[config.mk]
export PLATFORM = sky130hd
export DESIGN_NAME = ro_puf_measure_sequencer
export DESIGN_NICKNAME = d
export VERILOG_FILES = /design/src/rtl/ro_puf_measure_sequencer.sv
export SDC_FILE = /design/constraint.sdc
export NUM_CORES = 1
export LEC_CHECK = 0
export CORE_AREA = 3 3 116 118
export DETAILED_ROUTE_END_ITERATION = 7
export DIE_AREA = 0 0 119 121
export PLACE_DENSITY_LB_ADDON = 0.05
export SYNTH_ARGS = -nofsm -noshare
export SYNTH_HDL_FRONTEND = slang
export SYNTH_SLANG_ARGS = --single-unit
[constraint.sdc]
create_clock -name gated_clk -period 3 [get_ports gated_clk]
set_input_delay 0.9 -clock gated_clk [delete_from_list [all_inputs] [get_ports gated_clk]]
set_output_delay 0.9 -clock gated_clk [all_outputs]
set_load 0.1 [all_outputs]
[src/rtl/ro_puf_measure_sequencer.sv]
// Challenge-response sequencer for the ring-oscillator PUF: for each response bit it
// clears, gates and compares one RO pair's edge counters, then hands the word out.
module ro_puf_measure_sequencer #(
    parameter int NUM_RO    = 16,
    parameter int SEL_W     = 4,
    parameter int CNT_W     = 16,
    parameter int RESP_BITS = 8,
    parameter int WINDOW    = 1024,
    parameter int SETTLE    = 4,
    parameter int TMR_W     = 16
) (
    input  logic                           gated_clk,
    input  logic                           reset,
    input  logic                           start,
    input  logic                           abort,
    input  logic [RESP_BITS*2*SEL_W-1:0]   challenge,
    input  logic [CNT_W-1:0]               count_a,
    input  logic [CNT_W-1:0]               count_b,
    output logic [SEL_W-1:0]               sel_a,
    output logic [SEL_W-1:0]               sel_b,
    output logic                           cnt_reset,
    output logic                           cnt_enable,
    output logic                           busy,
    output logic [RESP_BITS-1:0]           response,
    output logic [RESP_BITS-1:0]           tie_flags,
    output logic                           err,
    output logic                           resp_valid,
    input  logic                           resp_ready
);

    localparam int PAIR_W = 2 * SEL_W;
    localparam int BIDX_W = (RESP_BITS > 1) ? $clog2(RESP_BITS) : 1;

    localparam logic [BIDX_W-1:0] BIDX_LAST   = BIDX_W'(RESP_BITS - 1);
    localparam logic [BIDX_W-1:0] BIDX_ONE    = BIDX_W'(1);
    localparam logic [TMR_W-1:0]  WIN_LAST    = TMR_W'(WINDOW - 1);
    localparam logic [TMR_W-1:0]  SETTLE_LAST = TMR_W'(SETTLE - 1);
    localparam logic [TMR_W-1:0]  TMR_ONE     = TMR_W'(1);

    if (NUM_RO > (1 << SEL_W)) begin : g_sel_too_narrow
        $error("SEL_W cannot address NUM_RO oscillators");
    end
    if (WINDOW < 1 || SETTLE < 1 || WINDOW > (1 << TMR_W) || SETTLE > (1 << TMR_W)) begin : g_bad_timer
        $error("WINDOW/SETTLE must be >= 1 and fit in TMR_W");
    end

    typedef enum logic [2:0] {
        ST_IDLE,
        ST_CLEAR,
        ST_MEASURE,
        ST_SETTLE,
        ST_COMPARE,
        ST_DONE
    } state_t;

    state_t                      state, state_next;
    logic [TMR_W-1:0]            timer, timer_next;
    logic [BIDX_W-1:0]           bit_idx, bit_idx_next;
    logic [RESP_BITS*PAIR_W-1:0] chal_q;
    logic                        chal_load;

    logic [SEL_W-1:0]            sel_a_next, sel_b_next;
    logic                        cnt_reset_next, cnt_enable_next, busy_next;
    logic [RESP_BITS-1:0]        response_next, tie_flags_next;
    logic                        err_next, resp_valid_next;

    logic                        cmp_gt, cmp_eq, cmp_same;

    function automatic logic [PAIR_W-1:0] pair_of(input logic [RESP_BITS*PAIR_W-1:0] chal,
                                                  input logic [BIDX_W-1:0] idx);
        return chal[int'(idx)*PAIR_W +: PAIR_W];
    endfunction

    assign cmp_gt   = (count_a > count_b);
    assign cmp_eq   = (count_a == count_b);
    assign cmp_same = (sel_a == sel_b);

    always_comb begin
        state_next      = state;
        timer_next      = timer;
        bit_idx_next    = bit_idx;
        chal_load       = 1'b0;
        sel_a_next      = sel_a;
        sel_b_next      = sel_b;
        cnt_reset_next  = 1'b0;
        cnt_enable_next = 1'b0;
        busy_next       = 1'b0;
        response_next   = response;
        tie_flags_next  = tie_flags;
        err_next        = err;
        resp_valid_next = 1'b0;

        case (state)
            ST_IDLE: begin
                if (start) begin
                    // The challenge register loads on this same edge, so select from the port.
                    state_next               = ST_CLEAR;
                    chal_load                = 1'b1;
                    bit_idx_next             = '0;
                    response_next            = '0;
                    tie_flags_next           = '0;
                    err_next                 = 1'b0;
                    {sel_a_next, sel_b_next} = pair_of(challenge, '0);
                    cnt_reset_next           = 1'b1;
                    busy_next                = 1'b1;
                end
            end
            ST_CLEAR: begin
                state_next      = ST_MEASURE;
                timer_next      = '0;
                cnt_enable_next = 1'b1;
                busy_next       = 1'b1;
            end
            ST_MEASURE: begin
                busy_next = 1'b1;
                if (timer == WIN_LAST) begin
                    state_next = ST_SETTLE;
                    timer_next = '0;
                end else begin
                    timer_next      = timer + TMR_ONE;
                    cnt_enable_next = 1'b1;
                end
            end
            ST_SETTLE: begin
                busy_next = 1'b1;
                if (timer == SETTLE_LAST) begin
                    state_next = ST_COMPARE;
                end else begin
                    timer_next = timer + TMR_ONE;
                end
            end
            ST_COMPARE: begin
                // A pair that selects the same RO cannot produce a meaningful bit.
                response_next[bit_idx]  = cmp_gt && !cmp_same;
                tie_flags_next[bit_idx] = cmp_eq;
                err_next                = err | cmp_same;
                if (bit_idx == BIDX_LAST) begin
                    state_next      = ST_DONE;
                    resp_valid_next = 1'b1;
                end else begin
                    state_next               = ST_CLEAR;
                    bit_idx_next             = bit_idx + BIDX_ONE;
                    {sel_a_next, sel_b_next} = pair_of(chal_q, bit_idx + BIDX_ONE);
                    cnt_reset_next           = 1'b1;
                    busy_next                = 1'b1;
                end
            end
            ST_DONE: begin
                if (resp_ready) begin
                    state_next = ST_IDLE;
                end else begin
                    resp_valid_next = 1'b1;
                end
            end
            default: state_next = ST_IDLE;
        endcase

        if (abort && (state inside {ST_CLEAR, ST_MEASURE, ST_SETTLE, ST_COMPARE})) begin
            state_next      = ST_IDLE;
            timer_next      = '0;
            bit_idx_next    = '0;
            cnt_reset_next  = 1'b0;
            cnt_enable_next = 1'b0;
            busy_next       = 1'b0;
            response_next   = '0;
            tie_flags_next  = '0;
            err_next        = 1'b0;
            resp_valid_next = 1'b0;
        end
    end

    always_ff @(posedge gated_clk or posedge reset) begin
        if (reset) begin
            state      <= ST_IDLE;
            timer      <= '0;
            bit_idx    <= '0;
            sel_a      <= '0;
            sel_b      <= '0;
            cnt_reset  <= 1'b0;
            cnt_enable <= 1'b0;
            busy       <= 1'b0;
            response   <= '0;
            tie_flags  <= '0;
            err        <= 1'b0;
            resp_valid <= 1'b0;
        end else begin
            state      <= state_next;
            timer      <= timer_next;
            bit_idx    <= bit_idx_next;
            sel_a      <= sel_a_next;
            sel_b      <= sel_b_next;
            cnt_reset  <= cnt_reset_next;
            cnt_enable <= cnt_enable_next;
            busy       <= busy_next;
            response   <= response_next;
            tie_flags  <= tie_flags_next;
            err        <= err_next;
            resp_valid <= resp_valid_next;
        end
    end

    always_ff @(posedge gated_clk) begin
        if (chal_load) begin
            chal_q <= challenge;
        end
    end

endmodule

After elaboration in Yosys (flattened, before gate mapping). Cells that the tools add are included.

Add/subtract/negate cells: 2. Multipliers: 0. Div/mod/pow operators: 0. $lt $le $gt $ge: 3. Eq/ne operators: 18. Shifts and indexed selects: 1. Muxes and demuxes: 47. Bitwise logic cells: 1. Reductions and logical operators: 15.

Operator list (number): 64-bit by 7-bit indexed part select with 8-bit output (1); 16-bit two-way mux (3); 16-bit one-hot mux with 3 select lines (1); 8-bit one-hot mux with 2 select lines (2); 3-bit two-way mux (9); 8-bit two-way mux (3); 3-bit one-hot mux with 6 select lines (1); 16-bit by 1-bit adder with 16-bit output (second input constant) (1); 8-bit bitwise mux (2); 16-bit by 10-bit == test with 1-bit output (second input constant) (1); 16-bit == test (1); 16-bit by 2-bit == test with 1-bit output (second input constant) (1); 16-bit greater-than comparator (1); 4-bit two-way mux (4); 4-bit one-hot mux with 2 select lines (2); 1-bit two-way mux (13); 3-bit by 2-bit inequality test with 1-bit output (second input constant) (4); 3-bit == test (second input constant) (3); 1-bit one-hot mux with 2 select lines (4); 4-bit nonzero test (2); 3-bit by 2-bit == test with 1-bit output (second input constant) (2); 3-bit inequality test (second input constant) (2); 3-bit one-hot mux with 2 select lines (1); 3-bit AND reduction (2); other kinds (17) (21).

Register bits after elaboration: 115. Bits in latches: 0. RAM bits: 0. ROM bits: 0. Input port bits: 101. Output and inout bits: 29. Logic and storage cells: 100. Memories kept: 0.

Logic depth before layout (Yosys ltp).
Word-level depth: 7. Gate-level depth with buffers: 8. Gate-level depth less buffers: 7.

Worst setup path before layout. No wires, ideal clock.

Path kind: input to register. Start: in start. End: reg chal_q[0] (enable). Setup time: 418 ps. Arrival time: 2247 ps. Required time: 2582 ps. Slack: 335 ps. Stages on the path: 2. Path buffers: 0. Cells stage by stage: nand3b_1 inv_1.

Cells in the longest elaborated chain, start to end: 2.

RTL lines: from (decl) (line 14) `input logic start,`; 1-bit two-way mux (line 95) `if (start) begin`; 1-bit two-way mux (line 93) `case (state)`; named net chal_load (line 60) `logic chal_load;`; to (signal assigned) (line 204) `chal_q <= challenge;`; to (decl) (line 59) `logic [RESP_BITS*PAIR_W-1:0] chal_q;`.

The timed path passes the listed nets, and every way through them passes these cells. A chain may end at the register's enable or synchronous reset.

Final worst setup path.
Start: in count_b[1]. End: reg response[5].

Cells in the longest elaborated chain, start to end: 5.

RTL lines: from (decl) (line 18) `input logic [CNT_W-1:0] count_b,`; 16-bit greater-than comparator (line 74) `assign cmp_gt = (count_a > count_b);`; 1-bit logical AND (line 134) `response_next[bit_idx] = cmp_gt && !cmp_same;`; 8-bit bitwise mux (line 134); 8-bit one-hot mux with 2 select lines (line 93); 8-bit two-way mux (line 158) `if (abort && (state inside {ST_CLEAR, ST_MEASURE, ST_SETTLE, ST_COMPARE})) begin`; to (signal assigned) (line 195) `response <= response_next;`; to (decl) (line 24) `output logic [RESP_BITS-1:0] response,`.

No other way between the ends.

==> metrics.txt <==
outcome finished, final reports clean; Final Hold Vio Count 0; worst-margin pin slew around 0.78 ns; final setup violating endpoints 0; Pwr per Cell Area 816 nW/um^2; root buf cell clkbuf_16; GPL Wtd Cong just over 0.8; worst hold path type flop to flop; setup TNS 0 ns; multiplexer share of the synthesized area ~8.6%; Antenna Cells 0; ys flop type edfxtp_1; slew margin rel. 47.7%; Ports 130; distinct cell type count after synthesis slightly below 60; CP arrival around 3.0 ns; Clock transition at path regs roughly 0.060 ns; core region area 12600 sq um; Setup Buffers After CTS 0; die width 119 um; initial antenna violation count 0; Clock Tree Buf Depth 2; worst setup path class input port to flop; sequential share of power a little over a third; Worst setup SP type input port; Max IR drop VDD around 0.54 mV; post-synthesis adder-cell area fraction under 10%; GRT Total Usage 17.8%; unrepaired setup endpoints after global routing no; Final Critical Period between 2 and 3 ns; Clock power frac between 30 and 40%; top cells by area, synth edfxtp_1 (35%), dfrtp_1 (23%), mux4_2 (6.5%), ha_1 (4.3%), o21ai_0 (3.8%); Iter 0 DRT Violations about 190; largest family of logic cells by synthesized area compound AO/OA/AOI/OAI gates; Slew Limit Fails 0; Synth area leader edfxtp_1; Synth Cell Area 5500 sq um; port bufs about 130; CP endpoint kind flop; Max Cap Viol 0; H-tree depth 4; Crit Path Max Fanout 4; vias per cell just over 5; DRT Pass-1 Iters 4; Mapped Cells 438; largest net degree at the start of global routing between 50 and 60; Compound-Gate Fraction of Synth Area 11.8%; # rows 41; filler cell count approximately 1100; Die Area between 10000 and 15000 sq um; DR DRC count 0; CTS sink cnt 115; register area share after synthesis about three fifths; synthesized flop and latch total 115; CTS resizes 0; Post-Synth Simple-Gate Area 11.1%; combinational power share between 30% and 40%; Worst-Skew Late Latency between 0.4 and 0.5 ns; final wirelength roughly 12 mm; Sw Pwr ~2200 uW; number of synthesized flops with an enable pin 64; routed via count around 4000; WP data required 3.33 ns; Die H between 100 and 150 um; Pleak about 0.0031 uW; layout cells sized above 1 18.2%; fraction of registers with async set/reset 44.3%; Syn Nets between 500 and 600; clock tree from TritonCTS built; first-pass GRT wire length 20.1 mm; switch share 35.8%; Num CTS Buffers 17; Yosys warnings 0; GRT overflow 0; Routed WL per cell ~16 um; Starting Density a little over two fifths; CTS Hold Bufs 0; Area Overhead vs Synth 37.4%; syn_area_per_cell 12.6 sq um; ANT nets after route 0; Fmax around 380 MHz; XOR/XNOR Fraction of Synth Area 1.91%; Worst Clk Skew between 0.007 and 0.008 ns; area share of the leading cell type in the synthesized netlist a little over a third; period utilization about nine tenths; vias in the first global route between 3000 and 4000; Final #Nets 705; Internal approximately 4000 uW; Util after Layout between 60% and 70%; HPWL Detailed approximately 8.7 mm
synthesized netlist by cell type, types with 2 or more instances:
library cell	n
nand2b_1	2
buf_4	3
o22ai_1	2
nand2_1	42
a22o_1	8
buf_6	4
edfxtp_1	64
xor2_1	10
a32o_1	3
o21bai_1	2
nor2b_1	5
mux2i_1	10
inv_1	24
o31ai_1	5
nor3_1	6
nand3_1	10
o21a_1	2
xnor2_1	2
nor4_1	6
a21oi_1	14
and2_1	3
ha_1	19
o2bb2ai_1	4
o21ai_0	42
and3_1	2
buf_1	2
mux4_2	16
nor3b_1	2
nor2_1	25
dfrtp_1	51
nand4_1	7
a21o_1	4
clkbuf_1	4
and2_2	2
a21boi_0	2
buf_2	5
or2_2	2
power groups by stage:
stage	Sequential, uW	Combinational [uW]	Clock, uW
global route	2250	2120	2140
global placement	2230	1960	0
detailed placement	2240	1970	0
finish	2210	1940	2020
floorplan	2710	939	0
CTS	2210	1970	2060
logic make-up after synthesis:
group / after synthesis
simple gates: 123
buf+inv: 43
mux: 27
compound gates: 98
fa+ha+maj: 20
flops: 115
xor+xnor: 12
cell type report:
class,count,area (sq um),share of cell area [%]
tap,172,215,2.85
timing repair buffer,147,1380,18.2
clock buffer,17,425,5.63
clock inverter,15,169,2.23
sequential,115,3200,42.3
multi-input combinational,280,2080,27.6
inverter,24,90.1,1.19
layout by cell type (no fill, tap or decap), types with 3 or more instances in the layout:
master / Yosys / routed
inv_6: 0 / 6
nand2_1: 42 / 42
and2_1: 3 / 3
edfxtp_1: 64 / 64
xor2_1: 10 / 10
buf_4: 3 / 45
nor4_1: 6 / 6
nand4_1: 7 / 7
a21oi_1: 14 / 14
mux2i_1: 10 / 10
nor2b_1: 5 / 5
a32o_1: 3 / 3
clkbuf_16: 0 / 17
dfrtp_1: 51 / 51
inv_1: 24 / 22
ha_1: 19 / 19
o31ai_1: 5 / 5
a22o_1: 8 / 8
nor3_1: 6 / 6
o2bb2ai_1: 4 / 4
mux4_2: 16 / 16
nor2_1: 25 / 25
o21ai_0: 42 / 42
clkdlybuf4s50_1: 0 / 100
nand3_1: 10 / 10
a21o_1: 4 / 4
per-layer routing:
layer  vias up  routed length [um]  track usage (%)
met5         -                   0                0
met4         0                 139             5.87
met3        14                 799             6.62
met2       107                5690             27.4
met1      1861                5340             23.4
li1       1934                   -                -
sequential cells by signal (all words and copies together), names as in the netlist:
name / count
cnt_enable: 1
bit_idx: 3
state: 3
cnt_reset: 1
busy: 1
timer: 16
err: 1
sel_a: 4
response: 8
chal_q: 64
resp_valid: 1
sel_b: 4
tie_flags: 8
path summary, 6_finish.rpt:
kind / from / end / slack [ns] / depth (start not counted)
max reg2reg: timer[0] / timer[13] / 0.69 / 6
max: count_b[1] / response[5] / 0.34 / 10
max in group asynchronous: reset / response[5] / 1.54 / 3
min in group asynchronous: reset / timer[8] / 1.00 / 3
min: tie_flags[4] / tie_flags[4] / 0.51 / 1
min reg2reg: tie_flags[4] / tie_flags[4] / 0.51 / 1
metrics by stage:
| stage | total power [uW] | setup slack [ns] | instances | cell area [sq um] | hold WS [ns] |
|---|---|---|---|---|---|
| 3_3_place_gp | 4190 | -0.0318 | 738 | 6970 | 0.489 |
| 2_1_floorplan | 3650 | 0.335 | 438 | 5500 | 0.484 |
| 6_report | 6170 | 0.345 | 770 | 7560 | 0.507 |
| 5_1_grt | 6510 | 0.0659 | 770 | 7560 | 0.516 |
| 3_5_place_dp | 4210 | -0.0821 | 738 | 6970 | 0.496 |
| 4_1_cts | 6240 | 0.332 | 770 | 7560 | 0.513 |
worst max-delay path, stage by stage:
cell and delay (ns):
clkdlybuf4s50_1 0.46, inv_1 0.04, ha_1 0.28, nor2b_1 0.14, o211ai_1 0.09, a2111oi_0 0.42
buf_4 0.19, o311ai_0 0.11, buf_4 0.19, o21ai_0 0.14
Note: power is estimated with default switching activity, not from simulation.
